**config.mk**
```make
export PLATFORM = sky130hd
export DESIGN_NAME = shaman_io_bridge
export DESIGN_NICKNAME = d
export VERILOG_FILES = /design/src/rtl/shaman_io_bridge.sv
export SDC_FILE = /design/constraint.sdc
export NUM_CORES = 1
export LEC_CHECK = 0
export BUFFER_PORTS_ARGS = -buffer_cell sky130_fd_sc_hd__buf_2
export CORE_AREA = 2 2 312 314
export CTS_CLUSTER_SIZE = 28
export DETAILED_ROUTE_END_ITERATION = 8
export DIE_AREA = 0 0 314 316
export PLACE_DENSITY = 0.66
export SLEW_MARGIN = 25
export SYNTH_ARGS = -nofsm -noshare
export SYNTH_HDL_FRONTEND = slang
export SYNTH_SLANG_ARGS = --single-unit
```
**constraint.sdc**
```tcl
create_clock -name clk -period 8.6 [get_ports clk]
set_input_delay 1.29 -clock clk [delete_from_list [all_inputs] [get_ports clk]]
set_output_delay 1.29 -clock clk [all_outputs]
set_load 0.02 [all_outputs]
```
**src/rtl/shaman_io_bridge.sv**
```systemverilog
`default_nettype none
// ============================================================================
//  Module      : shaman_io_bridge
//  Description : Host-side byte interface for the SHA-256 accelerator.
//                Collects a message block byte by byte (parallel level mode
//                or synchronised strobe mode), hands the block to the hash
//                core with valid/ready, latches the returned digest and
//                serialises it one byte at a time with wrapping readout.
//  Revision    : 1.0 - initial release
// ============================================================================
module shaman_io_bridge #(
   parameter int BLOCK_BYTES  = 64,
   parameter int DIGEST_BYTES = 32,
   parameter int SYNC_STAGES  = 2
) (
   input  logic                      clk,
   input  logic                      rst_n,
   input  logic [7:0]                data_in,
   input  logic                      clockin_data,
   input  logic                      parallel_loading,
   input  logic                      start,
   input  logic                      result_next,
   output logic [8*BLOCK_BYTES-1:0]  block_data,
   output logic                      block_valid,
   input  logic                      block_ready,
   output logic                      block_start,
   input  logic [8*DIGEST_BYTES-1:0] digest_in,
   input  logic                      digest_valid,
   output logic [7:0]                result_byte,
   output logic                      result_ready,
   output logic                      busy,
   output logic                      block_pending,
   output logic                      overrun
);

   localparam int WW = $clog2(BLOCK_BYTES);
   localparam int RW = (DIGEST_BYTES > 1) ? $clog2(DIGEST_BYTES) : 1;

   typedef enum logic [1:0] {
      S_FILL        = 2'd0,
      S_HANDOFF     = 2'd1,
      S_WAIT_DIGEST = 2'd2
   } state_t;

   state_t                   r_state;
   state_t                   w_state_nxt;

   // Synchroniser chains; bit 0 is the first flop after the pin
   logic [SYNC_STAGES-1:0]   r_sync_strb;
   logic [SYNC_STAGES-1:0]   r_sync_start;
   logic [SYNC_STAGES-1:0]   r_sync_next;
   // Edge detector: [2]=strobe, [1]=start, [0]=result_next
   logic [2:0]               r_prev;
   logic [2:0]               r_edge;
   logic [2:0]               w_sync_out;
   // Data delayed to line up with the registered strobe edge
   logic [SYNC_STAGES:0][7:0] r_dpipe;

   logic [WW-1:0]            r_wr_idx;
   logic [RW-1:0]            r_rd_idx;
   logic [8*BLOCK_BYTES-1:0] r_block;
   logic [8*DIGEST_BYTES-1:0] r_digest;
   logic                     r_result_ready;
   logic                     r_overrun;

   logic                     w_byte_acc;
   logic [7:0]               w_byte;
   logic                     w_start_ev;
   logic                     w_write;
   logic                     w_last;
   logic                     w_overrun_set;
   logic                     w_handoff;
   logic                     w_digest_ev;

   assign w_sync_out = {r_sync_strb[SYNC_STAGES-1],
                        r_sync_start[SYNC_STAGES-1],
                        r_sync_next[SYNC_STAGES-1]};

   // Parallel mode uses the raw level and live data; strobe mode uses the
   // registered edge and the data sampled together with that edge.
   assign w_byte_acc    = parallel_loading ? clockin_data : r_edge[2];
   assign w_byte        = parallel_loading ? data_in : r_dpipe[SYNC_STAGES];
   assign w_start_ev    = r_edge[1] && (r_state == S_FILL);
   assign w_write       = w_byte_acc && (r_state == S_FILL) && !w_start_ev;
   assign w_last        = w_write && (r_wr_idx == WW'(BLOCK_BYTES-1));
   assign w_overrun_set = w_byte_acc && (r_state != S_FILL);
   assign w_handoff     = (r_state == S_HANDOFF) && block_ready;
   assign w_digest_ev   = (r_state == S_WAIT_DIGEST) && digest_valid;

   // Input synchronisers, registered rising-edge detectors and data delay line
   always_ff @(posedge clk or negedge rst_n) begin
      if (!rst_n) begin
         r_sync_strb  <= '0;
         r_sync_start <= '0;
         r_sync_next  <= '0;
         r_prev       <= '0;
         r_edge       <= '0;
         r_dpipe      <= '0;
      end else begin
         r_sync_strb  <= {r_sync_strb[SYNC_STAGES-2:0], clockin_data};
         r_sync_start <= {r_sync_start[SYNC_STAGES-2:0], start};
         r_sync_next  <= {r_sync_next[SYNC_STAGES-2:0], result_next};
         r_prev       <= w_sync_out;
         r_edge       <= w_sync_out & ~r_prev;
         r_dpipe      <= {r_dpipe[SYNC_STAGES-1:0], data_in};
      end
   end

   // State register
   always_ff @(posedge clk or negedge rst_n) begin
      if (!rst_n) begin
         r_state <= S_FILL;
      end else begin
         r_state <= w_state_nxt;
      end
   end

   // Next-state decode and state-derived handshake/status outputs
   always_comb begin
      w_state_nxt   = r_state;
      block_valid   = 1'b0;
      block_start   = 1'b0;
      busy          = 1'b0;
      block_pending = 1'b0;
      case (r_state)
         S_FILL: begin
            if (w_last) begin
               w_state_nxt = S_HANDOFF;
            end
         end
         S_HANDOFF: begin
            block_valid = 1'b1;
            busy        = 1'b1;
            if (block_ready) begin
               block_start = 1'b1;
               w_state_nxt = S_WAIT_DIGEST;
            end
         end
         S_WAIT_DIGEST: begin
            block_pending = 1'b1;
            busy          = 1'b1;
            if (digest_valid) begin
               w_state_nxt = S_FILL;
            end
         end
         default: begin
            w_state_nxt = S_FILL;
         end
      endcase
   end

   // Write index and block buffer; a start edge wins over a same-cycle byte
   always_ff @(posedge clk or negedge rst_n) begin
      if (!rst_n) begin
         r_wr_idx <= '0;
         r_block  <= '0;
      end else begin
         if (w_start_ev) begin
            r_wr_idx <= '0;
         end else if (w_write) begin
            r_wr_idx <= w_last ? '0 : r_wr_idx + WW'(1);
         end
         if (w_write) begin
            for (int i = 0; i < BLOCK_BYTES; i++) begin
               if (r_wr_idx == WW'(i)) begin
                  r_block[8*(BLOCK_BYTES-1-i) +: 8] <= w_byte;
               end
            end
         end
      end
   end

   // Digest capture, readout index, result_ready and sticky overrun
   always_ff @(posedge clk or negedge rst_n) begin
      if (!rst_n) begin
         r_digest       <= '0;
         r_rd_idx       <= '0;
         r_result_ready <= 1'b0;
         r_overrun      <= 1'b0;
      end else begin
         if (w_digest_ev) begin
            r_digest <= digest_in;
         end
         if (w_digest_ev || w_start_ev) begin
            r_rd_idx <= '0;
         end else if (r_edge[0]) begin
            r_rd_idx <= (r_rd_idx == RW'(DIGEST_BYTES-1)) ? '0 : r_rd_idx + RW'(1);
         end
         if (w_digest_ev) begin
            r_result_ready <= 1'b1;
         end else if (w_handoff || w_start_ev) begin
            r_result_ready <= 1'b0;
         end
         if (w_start_ev) begin
            r_overrun <= 1'b0;
         end else if (w_overrun_set) begin
            r_overrun <= 1'b1;
         end
      end
   end

   // Readout mux: digest byte rd_idx, byte 0 in the MSBs
   always_comb begin
      result_byte = 8'h00;
      for (int i = 0; i < DIGEST_BYTES; i++) begin
         if (r_rd_idx == RW'(i)) begin
            result_byte = r_digest[8*(DIGEST_BYTES-1-i) +: 8];
         end
      end
   end

   assign block_data   = r_block;
   assign result_ready = r_result_ready;
   assign overrun      = r_overrun;

endmodule
`default_nettype wire
```
==> results.txt, run 1 <==
----------------------------------------------------
[Power]
  Net Sw Frac ... 0.390
  Switch Pwr ... 6.12 mW
  P per Cell Area ... 369 nW/um^2
  Cell leakage power ... 21.5 nW
  Sequential Power Share ... 0.399
  Post-layout power ... 15.7 mW
  VDD IR-drop max ... 0.244 mV
  Clk network pwr share ... 0.264
  Internal power contribution ... 9.55 mW
  Share of total power in combinational logic ... 0.336

[Clock network]
  Resized cells post-CTS ... 0
  Clock transition at the registers of the reported paths ... 0.06 ns
  Number of buffers created by CTS ... 88
  CTS tree ... yes
  Hold_buf cts ... 0
  CTS sink count ... 819
  Clk_lat worst skew ... 0.67 ns
  Number of buffers inserted by post-CTS setup repair ... 0
  Number of buffers on the longest clock path ... 3
  H-tree depth reported by CTS ... 3
  Cell at the root of the clock tree ... sky130_fd_sc_hd__clkbuf_16

[STA]
  Crit path time final ... 5.54 ns
  RSZ-0062 raised after global routing ... no
  Transition at the pin with the smallest max-transition slack ... 1.07 ns
  Clock skew after layout ... 0.0553 ns
  Final worst-path setup slack ... 3.06 ns
  Max Fclk ... 180 MHz
  Max-slew violations ... 0
  Share of the cycle needed by the critical path after routing ... 0.644
  Aggregate negative setup slack ... 0 ns
  Number of hold-slack violations in the final timing report ... 0
  Hold Slack ... 0.343 ns
  Number of failing setup endpoints in the final timing report ... 0
  Worst rel slew slack ... 0.273

[Flow run]
  Max capacitance violation total ... 0

[Critical path]
  Sort of element at the end of the critical path ... output pin
  Critical Path RT ... 7.31 ns
  Worst Path Class, Setup ... flop to output pin
  CP max FO ... 40
  Arrival time reported for the critical path endpoint ... 4.25 ns
  Critical Path Source Type ... flop

[Global route]
  First-pass GRT wire length ... 180000 um
  Aggregate global routing overflow ... 0
  Total routing resource utilization after global routing ... 0.246
  Number of global-route vias before repair ... 26.7k
  Initial antenna violation count ... 7
  Largest net degree at the start of global routing ... 176

[Layout]
  Fin nets ... 3907
  Area growth from synthesis to final layout ... 23.4%
  Post-layout utilization of the core ... 0.442
  Final design instance area without fill ... 42400 sq um
  Share of post-route cells with drive strength above 1 ... 0.396
  Final Instance Count excl. Fillers ... 4974

[Logic synthesis]
  Post-synthesis simple-gate area fraction ... 0.112
  Dominant cell type by area after synthesis ... sky130_fd_sc_hd__dfrtp_1
  Cell types with the highest counts after synthesis ... 819 x sky130_fd_sc_hd__dfrtp_1, 426 x sky130_fd_sc_hd__a21oi_1, 415 x sky130_fd_sc_hd__nor2_1
  Syn. warnings ... 0
  Primary FF master, synth ... sky130_fd_sc_hd__dfrtp_1
  Post-Syn Area per Cell ... 11.7 sq um
  Largest family of logic cells by synthesized area ... multiplexers
  Ys async rst share ... 1.00
  Sequential share of the synthesized area ... 0.596
  Complex-gate fraction of the synthesized area ... 0.117
  Post-Syn Nets ... 3221
  Post-Synth XOR/XNOR Area ... 0.000509
  Synth top area cells ... sky130_fd_sc_hd__dfrtp_1 60%, sky130_fd_sc_hd__mux2_2 13%, sky130_fd_sc_hd__a21oi_1 6.2%, sky130_fd_sc_hd__nor2_1 4.5%, sky130_fd_sc_hd__clkbuf_1 1.1%
  Number of enable flip-flop cells after synthesis ... 0
  Count leader, synth ... sky130_fd_sc_hd__dfrtp_1
  Share of cell area taken by muxes after synthesis ... 0.132
  Synth cell types ... 104
  Adder-Cell Fraction of Synth Area ... 0.00509
  Syn Std Cell Area ... 34400 sq um
  Top-area cell type share of the netlist area ... 0.596
  Flip-flop and latch count after synthesis ... 819
  Post-synthesis instance total ... 2935

[Routing]
  Violation count after the first detailed-routing iteration ... 2305
  WL/cell ... 25.3 um
  Post-DR vias/cell ... 5.31
  Post-route DRC ... 0
  Detailed-route wire length ... 126000 um
  Vias ... 26.4k
  Iteration count of the initial detailed-routing pass ... 5
  Detail Route Antenna Nets ... 0

[Placed design]
  Number of placed instances, taps included ... 4806
  Detailed placer's ending HPWL ... 89300 um
  Final Wtd Congestion ... 0.958
  Post-placement worst setup slack ... 3.82 ns
  Buffers added on ports ... 797
  Placed standard-cell area ... 39200 sq um

[Die]
  Core Region ... 96000 sq um
  Die Ht ... 316 um
  Die outline area ... 99200 sq um
  Effective utilization at floorplan ... 0.358
  Std cell rows ... 114
  Top-level port count ... 798
  Die outline width ... 314 um

[Outcome]
  Outcome ... completed

[Worst hold path]
  Hold WC Path Type ... flop to flop

----------------------------------------------------
power by group through the flow:
stage / Sequential (mW) / Combinational [mW] / Clock, mW
finish: 6.26 / 5.27 / 4.14
detailed placement: 6.25 / 5.24 / 0
CTS: 6.23 / 5.26 / 4.20
global route: 6.36 / 5.61 / 4.37
global placement: 6.25 / 5.19 / 0
floorplan: 6.56 / 2.65 / 0
cell type report:
type / instances / area, sq um
fill: 8963 / 53600
sequential: 819 / 20500
multi-input combinational: 1855 / 12700
timing repair buffer: 834 / 4350
clock buffer: 108 / 2410
tap: 1276 / 1600
clock inverter: 53 / 761
inverter: 23 / 86.3
antenna: 6 / 15.0
layout by cell type, fill, tap and decap left out, types with 9 or more instances in the layout:
master	instances
sky130_fd_sc_hd__a21o_1	9
sky130_fd_sc_hd__a21oi_1	426
sky130_fd_sc_hd__a31oi_1	11
sky130_fd_sc_hd__and3_1	35
sky130_fd_sc_hd__and4b_1	10
sky130_fd_sc_hd__buf_2	796
sky130_fd_sc_hd__buf_4	32
sky130_fd_sc_hd__bufinv_16	14
sky130_fd_sc_hd__clkbuf_16	88
sky130_fd_sc_hd__clkbuf_8	13
sky130_fd_sc_hd__clkinv_2	18
sky130_fd_sc_hd__dfrtp_1	816
sky130_fd_sc_hd__ha_1	14
sky130_fd_sc_hd__inv_1	19
sky130_fd_sc_hd__mux2_1	9
sky130_fd_sc_hd__mux2_2	384
sky130_fd_sc_hd__nand2_1	97
sky130_fd_sc_hd__nand2_4	17
sky130_fd_sc_hd__nand2b_1	10
sky130_fd_sc_hd__nand3_1	29
sky130_fd_sc_hd__nand4_1	9
sky130_fd_sc_hd__nor2_1	413
sky130_fd_sc_hd__nor2_2	15
sky130_fd_sc_hd__nor2b_1	14
sky130_fd_sc_hd__nor3_1	16
sky130_fd_sc_hd__o211ai_1	11
sky130_fd_sc_hd__o21a_1	11
sky130_fd_sc_hd__o21ai_0	73
sky130_fd_sc_hd__o221ai_1	16
sky130_fd_sc_hd__o22ai_1	23
final timing paths:
check                            start         endpoint  slack [ns]  depth (start not counted)
setup / recovery           r_rd_idx[4]   result_byte[0]        3.06                          8
hold / removal              r_dpipe[4]      r_dpipe[12]        0.34                          0
setup reg to reg            r_state[0]  block_data[451]        5.54                          8
hold reg to reg             r_dpipe[4]      r_dpipe[12]        0.34                          0
max in group asynchronous        rst_n    r_digest[159]        6.04                          3
min in group asynchronous        rst_n   block_data[42]        0.65                          1
routing by layer:
layer	vias up	GRT usage	wire length [um]
met2	1194	0.410	60900
met1	13300	0.298	48900
li1	11700	-	-
met5	-	0	0
met4	0	0.129	6450
met3	271	0.0573	9590
cell families after synthesis:
| logic type | after synthesis |
|---|---|
| adder cells (fa/ha/maj) | 14 |
| flip-flops | 819 |
| AO/OA/AOI/OAI | 682 |
| XOR/XNOR | 2 |
| multiplexers | 404 |
| AND/OR/NAND/NOR | 753 |
| buffers and inverters | 261 |
critical path, cell delays in order (launching register included):
cell,delay [ns]
sky130_fd_sc_hd__dfrtp_2,0.77
sky130_fd_sc_hd__buf_4,0.49
sky130_fd_sc_hd__ha_1,0.65
sky130_fd_sc_hd__clkinv_1,0.46
sky130_fd_sc_hd__a32oi_1,0.33
sky130_fd_sc_hd__nand3_1,0.13
sky130_fd_sc_hd__a2111oi_0,0.35
sky130_fd_sc_hd__a31oi_1,0.18
sky130_fd_sc_hd__buf_2,0.20
registers in the layout (all words and copies together), names as in the netlist:
signal,flops
r_dpipe,24
r_state,2
block_data,512
overrun,1
r_wr_idx,6
r_digest,256
r_sync_strb,2
r_edge,3
r_sync_start,2
r_prev,3
r_sync_next,2
result_ready,1
r_rd_idx,5
Power figures use the tool's default switching activity.
==> run 2: changes to the inputs <==
--- a/config.mk
+++ b/config.mk
@@ -6,11 +6,11 @@
 export NUM_CORES = 1
 export LEC_CHECK = 0
 export BUFFER_PORTS_ARGS = -buffer_cell sky130_fd_sc_hd__buf_2
-export CORE_AREA = 2 2 312 314
+export CORE_AREA = 2 2 314 316
 export CTS_CLUSTER_SIZE = 28
 export DETAILED_ROUTE_END_ITERATION = 8
-export DIE_AREA = 0 0 314 316
-export PLACE_DENSITY = 0.66
+export DIE_AREA = 0 0 316 318
+export PLACE_DENSITY = 0.65
 export SLEW_MARGIN = 25
 export SYNTH_ARGS = -nofsm -noshare
 export SYNTH_HDL_FRONTEND = slang
==> constraint.sdc (replaced) <==
create_clock -name clk -period 5.4 [get_ports clk]
set_input_delay 0.81 -clock clk [delete_from_list [all_inputs] [get_ports clk]]
set_output_delay 0.81 -clock clk [all_outputs]
set_load 0.02 [all_outputs]
==> run 2 against run 1 <==
Effect of this change: setup slack worse by 2.7 ns; first-iteration DRC count grew 2.4%; sequential cell count unchanged; final cell count up 0.50%; power up 58%; sequential share of layout area is essentially flat; die area increased by 1.3%; sequential power up 61%; critical endpoint unchanged.
==> results.txt, run 2 (synthesis gave the netlist of run 1 again) <==
----------------------------------------------------
[Global route]
  Total routing resource utilization after global routing ... 0.246
  Initial antenna violation count ... 8
  Largest net degree at the start of global routing ... 123
  Number of global-route vias before repair ... 26.3k
  First-pass GRT wire length ... 182000 um
  Aggregate global routing overflow ... 0

[Layout]
  Post-layout utilization of the core ... 0.436
  Most common cell after layout, fill and taps aside ... sky130_fd_sc_hd__dfrtp_1
  Fin nets ... 3923
  Area growth from synthesis to final layout ... 23.4%
  Flip-flop count of the largest register after layout ... 512
  Share of post-route cells with drive strength above 1 ... 0.398
  Commonest cells after routing, fill and taps aside ... 816 x sky130_fd_sc_hd__dfrtp_1, 796 x sky130_fd_sc_hd__buf_2, 426 x sky130_fd_sc_hd__a21oi_1

[STA]
  Transition at the pin with the smallest max-transition slack ... 1.01 ns
  Clock skew after layout ... 0.0300 ns
  Share of the cycle needed by the critical path after routing ... 0.941
  RSZ-0062 raised after global routing ... no
  Number of failing setup endpoints in the final timing report ... 0
  Worst rel slew slack ... 0.312
  Max-slew violations ... 0
  Number of hold-slack violations in the final timing report ... 0
  Crit path time final ... 5.08 ns
  Aggregate negative setup slack ... 0 ns
  Max Fclk ... 197 MHz

[Die]
  Top-level port count ... 798
  Die outline area ... 100000 sq um
  Effective utilization at floorplan ... 0.353
  Die Ht ... 318 um
  Core Region ... 97400 sq um
  Std cell rows ... 115
  Die outline width ... 316 um

[Power]
  P per Cell Area ... 583 nW/um^2
  Cell leakage power ... 21.5 nW
  VDD IR-drop max ... 0.347 mV

[Critical path]
  Worst Path Class, Setup ... flop to output pin
  Critical Path Max Stage Delay ... 0.49 ns
  Reg2reg path depth ... 7
  CP max FO ... 34
  Critical path's slowest cell ... sky130_fd_sc_hd__nor2b_1
  Critical Path Source Type ... flop
  List of cells traversed by the critical path ... inv_1, ha_4, buf_4, nor2b_1, nand3_1, a31oi_1, nand4_1, a31oi_1, buf_2
  Critical Path RT ... 4.59 ns
  Sort of element at the end of the critical path ... output pin
  Arrival time reported for the critical path endpoint ... 4.27 ns
  Slack of the worst reg-to-reg path ... 2.17 ns
  Crit path top cell by count ... sky130_fd_sc_hd__a31oi_1

[Clock network]
  CTS sink count ... 819
  CTS tree ... yes
  Clk_lat worst skew ... 0.68 ns
  H-tree depth reported by CTS ... 3
  Number of buffers on the longest clock path ... 3
  Number of buffers created by CTS ... 86
  Cell at the root of the clock tree ... sky130_fd_sc_hd__clkbuf_16
  Clock transition at the registers of the reported paths ... 0.06 ns

[Routing]
  Detail Route Antenna Nets ... 0
  Detailed-route wire length ... 127000 um
  Violation count after the first detailed-routing iteration ... 2360
  Iteration count of the initial detailed-routing pass ... 5
  WL/cell ... 25.4 um
  Vias ... 26.3k
  Post-DR vias/cell ... 5.26
  Post-route DRC ... 0

[Outcome]
  Outcome ... completed

[Placed design]
  Buffers added on ports ... 797
  Detailed placer's ending HPWL ... 91400 um
  Final Wtd Congestion ... 0.965

[Flow run]
  Max capacitance violation total ... 0

[Worst hold path]
  Hold WC Path Type ... primary input to asynchronous set/reset pin

----------------------------------------------------
run 2: changes by cell type in the layout (fill, tap and decap cells not counted), moves of 3 or more:
cell / before / now
sky130_fd_sc_hd__buf_4: 32 / 47
sky130_fd_sc_hd__bufinv_16: 14 / 10
sky130_fd_sc_hd__clkbuf_1: 7 / 16
sky130_fd_sc_hd__clkinvlp_4: 6 / 3
sky130_fd_sc_hd__ha_1: 14 / 11
run 2: area by class of cell:
class,instances,area (sq um)
Clock buffer,114,2380
Timing Repair Buffer,852,4490
Clock inverter,44,603
Fill cell,9164,55000
Tap cell,1287,1610
Sequential cell,819,20500
Antenna cell,5,12.5
Inverter,23,86.3
Multi-Input combinational cell,1855,12700
run 2: routing by layer:
metal  part of all wire  GRT usage  routed length [um]
met5            0.00010          0                  13
met4              0.044      0.106                5540
met3              0.072     0.0560                9120
met2               0.48      0.408               61200
met1               0.40      0.307               51000
run 2: worst paths after layout:
check,from,endpoint
min,rst_n,r_digest[75]
max in group asynchronous,rst_n,block_data[53]
max,r_rd_idx[0],result_byte[0]
min in group clk,start,r_sync_start[0]
min reg2reg,r_dpipe[14],r_dpipe[22]
max reg2reg,r_state[0],block_data[253]
run 2: per-stage QoR:
| step | power, mW | cell area, sq um | setup slack [ns] | hold WS [ns] | instances |
|---|---|---|---|---|---|
| floorplan | 14.7 | 34400 | 1.60 | 0.331 | 2935 |
| global placement | 18.4 | 39400 | 0.628 | 0.334 | 4834 |
| detailed placement | 18.4 | 39400 | 0.691 | 0.336 | 4835 |
| CTS | 24.8 | 42400 | 0.196 | 0.172 | 4993 |
| global route | 25.8 | 42400 | 0.133 | 0.197 | 4998 |
| finish | 24.7 | 42400 | 0.317 | 0.190 | 4999 |
run 2: critical path: cells and delay by family (launching register included):
| family | cells | cell delay, ns |
|---|---|---|
| flip-flops | 1 | 0.43 |
| AO/OA/AOI/OAI | 2 | 0.83 |
| AND/OR/NAND/NOR | 3 | 1.25 |
| buffers and inverters | 3 | 0.66 |
| adder cells (fa/ha/maj) | 1 | 0.43 |
run 2: power by group:
| group | switching (mW) | internal, mW | leakage, nW | total [mW] |
|---|---|---|---|---|
| logic | 5.25 | 3.18 | 9.39 | 8.43 |
| clock network | 2.63 | 3.62 | 1.46 | 6.26 |
| registers | 1.86 | 8.19 | 10.7 | 10.1 |
| total | 9.74 | 15.0 | 21.5 | 24.7 |
run 2: timing repair:
item,CTS,global route
hold buffers,0,0
setup endpoints to repair,1,1
resized for setup,1,1
buffers inserted,0,0
==> run 3: changes to the inputs <==
--- a/config.mk
+++ b/config.mk
@@ -6,11 +6,12 @@
 export NUM_CORES = 1
 export LEC_CHECK = 0
 export BUFFER_PORTS_ARGS = -buffer_cell sky130_fd_sc_hd__buf_2
-export CORE_AREA = 2 2 314 316
+export CORE_AREA = 2 2 308 310
+export CTS_BUF_LIST = sky130_fd_sc_hd__clkbuf_2 sky130_fd_sc_hd__clkbuf_4 sky130_fd_sc_hd__clkbuf_8
 export CTS_CLUSTER_SIZE = 28
 export DETAILED_ROUTE_END_ITERATION = 8
-export DIE_AREA = 0 0 316 318
-export PLACE_DENSITY = 0.65
+export DIE_AREA = 0 0 310 312
+export PLACE_DENSITY = 0.67
 export SLEW_MARGIN = 25
 export SYNTH_ARGS = -nofsm -noshare
 export SYNTH_HDL_FRONTEND = slang
==> run 3 against run 2 <==
Effect of this change: sequential power barely moved; highest routed layer is now met4; sequential share of layout area barely moved; largest power group unchanged; via count rose by 2.6%; cell area barely moved; combinational power barely moved; critical path depth did not move; power fell by 1.1%; final cell count rose by 1.0%.
==> results.txt, run 3 (synthesis gave the netlist of run 1 again) <==
----------------------------------------------------
[Critical path]
  Sort of element at the end of the critical path ... output pin
  Critical path's slowest cell ... sky130_fd_sc_hd__a211oi_1
  Critical Path Source Type ... flop
  CP max FO ... 28
  Critical Path RT ... 4.59 ns
  Worst Path Class, Setup ... flop to output pin
  List of cells traversed by the critical path ... inv_1, ha_1, buf_4, or4b_1, a21oi_1, o211ai_1, a211oi_1, o21ai_1, buf_2
  Origin of the critical flop-to-flop path ... r_state[1]
  Critical Path Max Stage Delay ... 0.76 ns
  Worst setup path startpoint ... r_rd_idx[0]
  Arrival time reported for the critical path endpoint ... 4.28 ns

[Die]
  Std cell rows ... 112
  Top-level port count ... 798
  Die Ht ... 312 um
  Die outline area ... 96700 sq um
  Effective utilization at floorplan ... 0.370
  Die outline width ... 310 um
  Core Region ... 93000 sq um

[Worst hold path]
  Hold WC Path Type ... primary input to flop
  Worst hold start ... result_next

[Routing]
  Detailed-route wire length ... 127000 um
  Post-route DRC ... 0
  WL met2 ... 60400 um
  Detail Route Antenna Nets ... 0
  Total met3 wirelength after detailed routing ... 10600 um
  Met1 wire length ... 49600 um
  WL/cell ... 25.1 um
  Iteration count of the initial detailed-routing pass ... 6
  Top routing layer in use ... met4
  Vias ... 27.0k
  Violation count after the first detailed-routing iteration ... 2638
  Post-DR vias/cell ... 5.34

[STA]
  Clock skew after layout ... 0.0401 ns
  Aggregate negative setup slack ... 0 ns
  Max Fclk ... 197 MHz
  Final worst-path setup slack ... 0.314 ns
  RSZ-0062 raised after global routing ... no
  Max-slew violations ... 0
  Number of failing setup endpoints in the final timing report ... 0
  Transition at the pin with the smallest max-transition slack ... 1.10 ns
  Number of hold-slack violations in the final timing report ... 0
  Worst rel slew slack ... 0.268
  Crit path time final ... 5.09 ns
  Share of the cycle needed by the critical path after routing ... 0.942

[Layout]
  Most common cell after layout, fill and taps aside ... sky130_fd_sc_hd__dfrtp_1
  Commonest cells after routing, fill and taps aside ... 816 x sky130_fd_sc_hd__dfrtp_1, 796 x sky130_fd_sc_hd__buf_2, 426 x sky130_fd_sc_hd__a21oi_1
  Area growth from synthesis to final layout ... 23.3%
  Share of post-route cells with drive strength above 1 ... 0.414
  Post-layout utilization of the core ... 0.456
  Flip-flop count of the largest register after layout ... 512
  Fin nets ... 3972

[Global route]
  Initial antenna violation count ... 11
  Largest net degree at the start of global routing ... 122
  First-pass GRT wire length ... 183000 um
  Total routing resource utilization after global routing ... 0.257
  Aggregate global routing overflow ... 0
  Number of global-route vias before repair ... 26.9k

[Placed design]
  Post-placement worst setup slack ... 0.940 ns
  Detailed placer's ending HPWL ... 90900 um
  Buffers added on ports ... 797
  Final Wtd Congestion ... 0.995

[Clock network]
  Number of buffers inserted by post-CTS setup repair ... 0
  CTS sink count ... 819
  Clock transition at the registers of the reported paths ... 0.06 ns
  Number of buffers created by CTS ... 139
  Cell at the root of the clock tree ... sky130_fd_sc_hd__clkbuf_8
  CTS tree ... yes
  Number of buffers on the longest clock path ... 3
  H-tree depth reported by CTS ... 4
  Clk_lat worst skew ... 0.85 ns

[Outcome]
  Outcome ... completed

[Flow run]
  Max capacitance violation total ... 0

[Power]
  Cell leakage power ... 21.6 nW
  VDD IR-drop max ... 0.314 mV
  P per Cell Area ... 577 nW/um^2

----------------------------------------------------
run 3: cell count changes in the layout (fill, tap and decap cells not counted), sizes merged, moves of 4 or more:
cell | before | now
buf | 852 | 846
bufinv | 10 | 4
clkbuf | 114 | 201
clkinvlp | 3 | 8
diode | 5 | 9
run 3: report_power, final:
| group | internal [mW] | switching, mW | total (mW) |
|---|---|---|---|
| combinational | 3.19 | 5.24 | 8.43 |
| sequential | 8.19 | 1.86 | 10.1 |
| clock | 3.26 | 2.72 | 5.99 |
run 3: worst paths after layout:
check                      slack [ns]  depth (start not counted)         endpoint
setup / recovery                 0.31                          9   result_byte[5]
hold / removal                   0.11                          1   r_sync_next[0]
setup reg to reg                 2.37                          8  block_data[234]
hold reg to reg                  0.33                          0      r_dpipe[20]
max in group asynchronous        3.68                          4      r_rd_idx[2]
min in group asynchronous        0.48                          2     r_digest[61]
run 3: per-layer routing:
| layer | vias up | track usage |
|---|---|---|
| met5 | - | 0 |
| met4 | 0 | 0.126 |
| met3 | 260 | 0.0716 |
| met2 | 1322 | 0.416 |
| met1 | 13600 | 0.314 |
| li1 | 11800 | - |
run 3: cell type report:
type,count,area (sq um)
Sequential cell,819,20500
Clock inverter,40,399
Clock buffer,201,2550
Tap cell,1254,1570
Inverter,23,86.3
Fill cell,8720,50600
Antenna cell,9,22.5
Multi-Input combinational cell,1855,12800
Timing Repair Buffer,848,4530
run 3: critical path, delay by kind of cell, from the launching register on:
family | cells | cell delay (ns)
compound gates | 4 | 1.35
fa+ha+maj | 1 | 0.36
buf+inv | 3 | 0.72
flops | 1 | 0.43
simple gates | 1 | 0.58
run 3: repair_timing:
item / 4_1_cts / 5_1_grt
hold buffers: 1 / 1
hold endpoints to repair: 1 / 31
endpoints found under the setup margin: 0 / 2
resized for setup: 0 / 3
run 3: per-stage QoR:
stage               total power [mW]  hold WS [ns]  std cells  area, sq um
finish                          24.5         0.109       5049        42400
global route                    25.6        0.0628       5046        42400
CTS                             24.5        0.0326       5038        42300
floorplan                       14.7         0.331       2935        34400
detailed placement              18.4         0.335       4796        39400
global placement                18.3         0.332       4796        39400
